**config.mk**
```make
export PLATFORM = sky130hd
export DESIGN_NAME = register_file
export DESIGN_NICKNAME = d
export VERILOG_FILES = /design/src/rtl/regfile_pkg.sv /design/src/rtl/register_scoreboard.sv /design/src/rtl/register_file.sv
export SDC_FILE = /design/constraint.sdc
export NUM_CORES = 2
export LEC_CHECK = 0
export CAP_MARGIN = 25
export CORE_ASPECT_RATIO = 1.25
export CORE_MARGIN = 5
export CORE_UTILIZATION = 50
export CTS_BUF_LIST = sky130_fd_sc_hd__clkbuf_8
export DETAILED_ROUTE_END_ITERATION = 8
export PLACE_DENSITY_LB_ADDON = 0.25
export SLEW_MARGIN = 20
export SYNTH_ARGS = -nofsm -noshare
export SYNTH_HDL_FRONTEND = slang
export SYNTH_SLANG_ARGS = --single-unit
export TNS_END_PERCENT = 30
```
**constraint.sdc**
```tcl
create_clock -name clk -period 112.2 [get_ports clk]
set_clock_uncertainty 0.2 [all_clocks]
set_input_delay 22.44 -clock clk [delete_from_list [all_inputs] [get_ports clk]]
set_output_delay 22.44 -clock clk [all_outputs]
set_load 0.01 [all_outputs]
```
**src/rtl/regfile_pkg.sv**
```systemverilog
// Shared definitions for the register file, ALU operand path and issue logic.
package regfile_pkg;

  localparam int DATA_WIDTH = 32;
  localparam int ADDR_WIDTH = 5;
  localparam int ZERO_REG   = 0;

  typedef logic [ADDR_WIDTH-1:0] reg_addr_t;
  typedef logic [DATA_WIDTH-1:0] word_t;

endpackage

```
**src/rtl/register_scoreboard.sv**
```systemverilog
// Per-register pending-write tracking: reserve on issue, clear on write-back,
// and hazard flags for the two read ports.
module register_scoreboard #(
  parameter int ADDR_WIDTH = regfile_pkg::ADDR_WIDTH
) (
  input  logic                  clk,
  input  logic                  rst,
  input  logic                  reserve_en,
  input  logic [ADDR_WIDTH-1:0] reserve_addr,
  input  logic                  clear_en,
  input  logic [ADDR_WIDTH-1:0] clear_addr,
  input  logic [ADDR_WIDTH-1:0] rd_addr_a,
  input  logic [ADDR_WIDTH-1:0] rd_addr_b,
  output logic                  hazA,
  output logic                  hazB
);
  import regfile_pkg::*;

  localparam int NREGS = 2 ** ADDR_WIDTH;
  localparam logic [ADDR_WIDTH-1:0] ZERO_ADDR = ADDR_WIDTH'(ZERO_REG);

  logic [NREGS-1:0] busy;
  logic [NREGS-1:0] busy_next;
  logic             clear_a;
  logic             clear_b;

  // Reserve is applied after clear so a same-edge re-reservation keeps the bit set.
  always_comb begin
    busy_next = busy;
    if (clear_en && (clear_addr != ZERO_ADDR)) begin
      busy_next[clear_addr] = 1'b0;
    end
    if (reserve_en && (reserve_addr != ZERO_ADDR)) begin
      busy_next[reserve_addr] = 1'b1;
    end
    busy_next[0] = 1'b0;
  end

  always_ff @(posedge clk or posedge rst) begin
    if (rst) begin
      busy <= '0;
    end else begin
      busy <= busy_next;
    end
  end

  // A write-back landing this cycle resolves the hazard through forwarding.
  always_comb begin
    clear_a = clear_en && (clear_addr == rd_addr_a);
    clear_b = clear_en && (clear_addr == rd_addr_b);
    hazA    = busy[rd_addr_a] && !clear_a;
    hazB    = busy[rd_addr_b] && !clear_b;
  end

endmodule

```
**src/rtl/register_file.sv**
```systemverilog
// Two-read/one-write register file feeding the ALU operand buses, with
// write-back forwarding and a pending-write scoreboard that raises stall.
module register_file #(
  parameter int DATA_WIDTH = regfile_pkg::DATA_WIDTH,
  parameter int ADDR_WIDTH = regfile_pkg::ADDR_WIDTH
) (
  input  logic                  clk,
  input  logic                  rst,
  input  logic                  rd_en,
  input  logic [ADDR_WIDTH-1:0] rd_addr_a,
  input  logic [ADDR_WIDTH-1:0] rd_addr_b,
  input  logic                  dst_en,
  input  logic [ADDR_WIDTH-1:0] dst_addr,
  input  logic                  wr_en,
  input  logic [ADDR_WIDTH-1:0] wr_addr,
  input  logic [DATA_WIDTH-1:0] wr_data,
  output logic [DATA_WIDTH-1:0] A,
  output logic [DATA_WIDTH-1:0] B,
  output logic                  op_valid,
  output logic                  stall
);
  import regfile_pkg::*;

  localparam int NREGS = 2 ** ADDR_WIDTH;
  localparam logic [ADDR_WIDTH-1:0] ZERO_ADDR = ADDR_WIDTH'(ZERO_REG);

  logic [DATA_WIDTH-1:0] regs [NREGS];
  logic                  hazA;
  logic                  hazB;
  logic                  accept;
  logic                  reserve_en;
  logic [DATA_WIDTH-1:0] opnd_a;
  logic [DATA_WIDTH-1:0] opnd_b;

  // Issue handshake: rd_en is the request, stall is the combinational refusal,
  // and an accept (rd_en & !stall) yields op_valid with A/B on the next cycle.
  assign stall      = rd_en && (hazA || hazB);
  assign accept     = rd_en && !stall;
  assign reserve_en = accept && dst_en;

  register_scoreboard #(
    .ADDR_WIDTH (ADDR_WIDTH)
  ) u_scoreboard (
    .clk          (clk),
    .rst          (rst),
    .reserve_en   (reserve_en),
    .reserve_addr (dst_addr),
    .clear_en     (wr_en),
    .clear_addr   (wr_addr),
    .rd_addr_a    (rd_addr_a),
    .rd_addr_b    (rd_addr_b),
    .hazA         (hazA),
    .hazB         (hazB)
  );

  always_comb begin
    if (rd_addr_a == ZERO_ADDR) begin
      opnd_a = '0;
    end else if (wr_en && (wr_addr == rd_addr_a)) begin
      opnd_a = wr_data;
    end else begin
      opnd_a = regs[rd_addr_a];
    end
    if (rd_addr_b == ZERO_ADDR) begin
      opnd_b = '0;
    end else if (wr_en && (wr_addr == rd_addr_b)) begin
      opnd_b = wr_data;
    end else begin
      opnd_b = regs[rd_addr_b];
    end
  end

  always_ff @(posedge clk or posedge rst) begin
    if (rst) begin
      for (int i = 0; i < NREGS; i++) begin
        regs[i] <= '0;
      end
    end else if (wr_en && (wr_addr != ZERO_ADDR)) begin
      regs[wr_addr] <= wr_data;
    end
  end

  always_ff @(posedge clk or posedge rst) begin
    if (rst) begin
      A        <= '0;
      B        <= '0;
      op_valid <= 1'b0;
    end else begin
      op_valid <= accept;
      if (accept) begin
        A <= opnd_a;
        B <= opnd_b;
      end
    end
  end

endmodule

```
==> metrics <==
VDD IR max just over 0.01 mV; Comb power frac 0.215; Clock Tree Buf Depth 3; met1 Use GR 0.4123; vias per cell 6.824; Placer Congestion 0.8775; Int Power approximately 810 uW; FF-to-FF path depth 7; final period demand of the worst path between 40 and 50 ns; total routed wirelength between 200,000 and 250,000 um; floorplan die width roughly 320 um; WP data required 89.56 ns; CTS tree built; Final Hold Viols 0; vias after detailed routing 41,042; clock latency at the later pin of the worst-skew pair roughly 0.92 ns; RSZ-0062 raised after global routing no; worst-path cell chain clkdlybuf4s50_1 -> xor2_1 -> nor4_1 -> and3_1 -> o22a_1 -> buf_4 -> nor2_1 -> clkdlybuf4s50_1; initial drt markers approximately 4,200; Leak around 0.029 uW; CP peak stage delay 0.75 ns; CTS clk-pin slew, worst paths 0.06 ns; WL/cell roughly 34 um; post-DP HPWL 116,900 um; CP Max Fanout 28; post-placement cell count around 5,700; Rows ~140; most frequent cell after synthesis dfrtp_1; flops & latches, synth approximately 1,100; slowest cell on the critical path and3_1; global routing's busiest layer met2; dpl ws 63.42 ns; Cell Area, Synth a little under 0.06 mm2; Power, Total about 1200 uW; clock network power share 0.312; Syn Inst Count 4,310; initial antenna violation count 5; total core area 0.1178 mm2; worst min-delay path category register to register; # setup viols final 0; GR Util All Layers 0.3180; first element of the critical path wr_addr[1]; syn_area_per_cell ~14 um2; Area Overhead vs Synth 10.66%; total net switching power around 340 uW; met3 usage in global routing 0.07196; part of the Yosys area used for sequential elements 0.4737; Switching Share 0.2939; post-synth top area cell dfrtp_1; max cap viols 0; dominant synthesized flop cell dfrtp_1; Slew Viols, Final 0; antenna viol nets, final 0; r2r startpoint u_scoreboard.busy[22]; asr flop ratio synth 1.000; largest cells by area after synthesis dfrtp_1 47%, mux2_2 19%, mux4_2 12%, mux2i_1 7.2%, a22oi_1 1.8%; Critical Path Source Type primary input; Hold Buf Count CTS 0; largest net degree at the start of global routing approximately 130; GRT overflow 0; end of the critical path stall; Post-synth EDFFs 0; I/O Pins around 120; Most Frequent Cell on Critical Path clkdlybuf4s50_1; first-pass GRT wire length roughly 300,000 um; input/output buffers 122; DR DRC count 0; Netlist cell types 72; fmax between 20 and 25 MHz; final worst setup slack about 64 ns; CTS Buf Count around 180; sequential fraction of design power 0.473; share of layout cells above drive strength 1 0.4095; crit path kind primary input to primary output; Worst R2R End A[20]; final setup TNS 0 ns; vias in the first global route around 42,000; Synth top area share 0.4737; Worst setup EP type primary output; DIE AREA approximately 0.13 mm2; Resized cells post-CTS 0; total setup buffers inserted after CTS 0; Synth warnings 0; WP data arrival 25.91 ns; Final Cycle Share 0.4327; nets@finish 4,351; initial core utilization 0.5021; worst hold margin 0.1973 ns; Syn Nets approximately 4,400; M2 GR Usage 0.5026; Slew HR 0.1916; Least-Margin Pin Slew approximately 1.2 ns; PD cells 17.61 mW/mm2; clock root buffer master clkbuf_8; H-Tree Depth 4; Finished Layout Cells 6,014; status complete, no violations; drt pass-1 iters 7; Synth top cells by count 1,120 x dfrtp_1, 1,017 x mux2_2, 425 x mux2i_1; R2R Setup Slk 108.38 ns; DIE HEIGHT between 300 and 400 um; CTS sink cnt ~1,100
-- flip-flops by register name (all words and copies together) (netlist names) --
register,cells
A,32
B,32
op_valid,1
regs,1024
u_scoreboard.busy,31
-- layer usage --
layer,vias up,part of all wire
met1,21769,0.39
met3,600,0.088
li1,16432,-
met2,2241,0.47
met5,-,0
met4,0,0.058
-- metrics by stage --
stage / util / area (um2)
global route: 0.5555 / 65470
finish: 0.5556 / 65480
global placement: 0.5214 / 61440
CTS: 0.5531 / 65180
floorplan: - / 59170
detailed placement: 0.5221 / 61530
-- placed cells by master, fill, tap and decap left out, types with 82 or more instances in the layout --
cell type / netlist / routed
clkdlybuf4s50_1: 0 / 107
nand2_1: 98 / 82
clkbuf_8: 0 / 234
inv_1: 52 / 117
a22oi_1: 139 / 139
mux2i_1: 425 / 425
buf_4: 37 / 115
mux4_2: 319 / 319
mux2_2: 1017 / 1017
o22ai_1: 130 / 129
dfrtp_1: 1120 / 1120
-- worst max-delay path: cells and delay by family --
family	cells	cell delay, ns
xor+xnor	1	0.27
simple gates	3	1.36
buf+inv	3	1.54
compound gates	1	0.25
-- layout make-up --
cell class | count | area [um2]
clock buffer | 234 | 3221
timing repair buffer | 262 | 2501
sequential | 1120 | 28030
inverter | 53 | 206.4
antenna | 6 | 15.01
tap | 1573 | 1968
fill | 9762 | 52370
clock inverter | 90 | 429.2
multi-input combinational | 2676 | 29110
-- power groups by stage --
stage,combinational [uW],clock (uW),sequential [uW]
after floorplan,178,0,535
after global placement,241,0,545
after detailed placement,246,0,549
after CTS,247,364,542
after global routing,265,382,553
final,248,360,545
-- worst min-delay path by stage --
stage / cells past startpoint / end / startpoint / slack [ns]
after floorplan: 1 / regs[1007] / regs[1007] / 0.24
after global placement: 0 / regs[1007] / regs[1007] / 0.18
after detailed placement: 0 / regs[1007] / regs[1007] / 0.18
after CTS: 0 / regs[1007] / regs[1007] / 0.20
after global routing: 0 / regs[997] / regs[997] / 0.20
final: 0 / regs[1007] / regs[1007] / 0.20
-- logic make-up (layout without fill, tap and decap cells) --
family                 count (synthesis)  count (layout)  synth area share
AO/OA/AOI/OAI                        517             517           0.06433
XOR/XNOR                              10              10          0.001480
buffers and inverters                514             639           0.03866
flip-flops                          1120            1120            0.4737
multiplexers                        1761            1761            0.3869
other                                  0               6                 0
AND/OR/NAND/NOR                      388             388           0.03500
No activity file was read; power rests on OpenSTA's default activity.
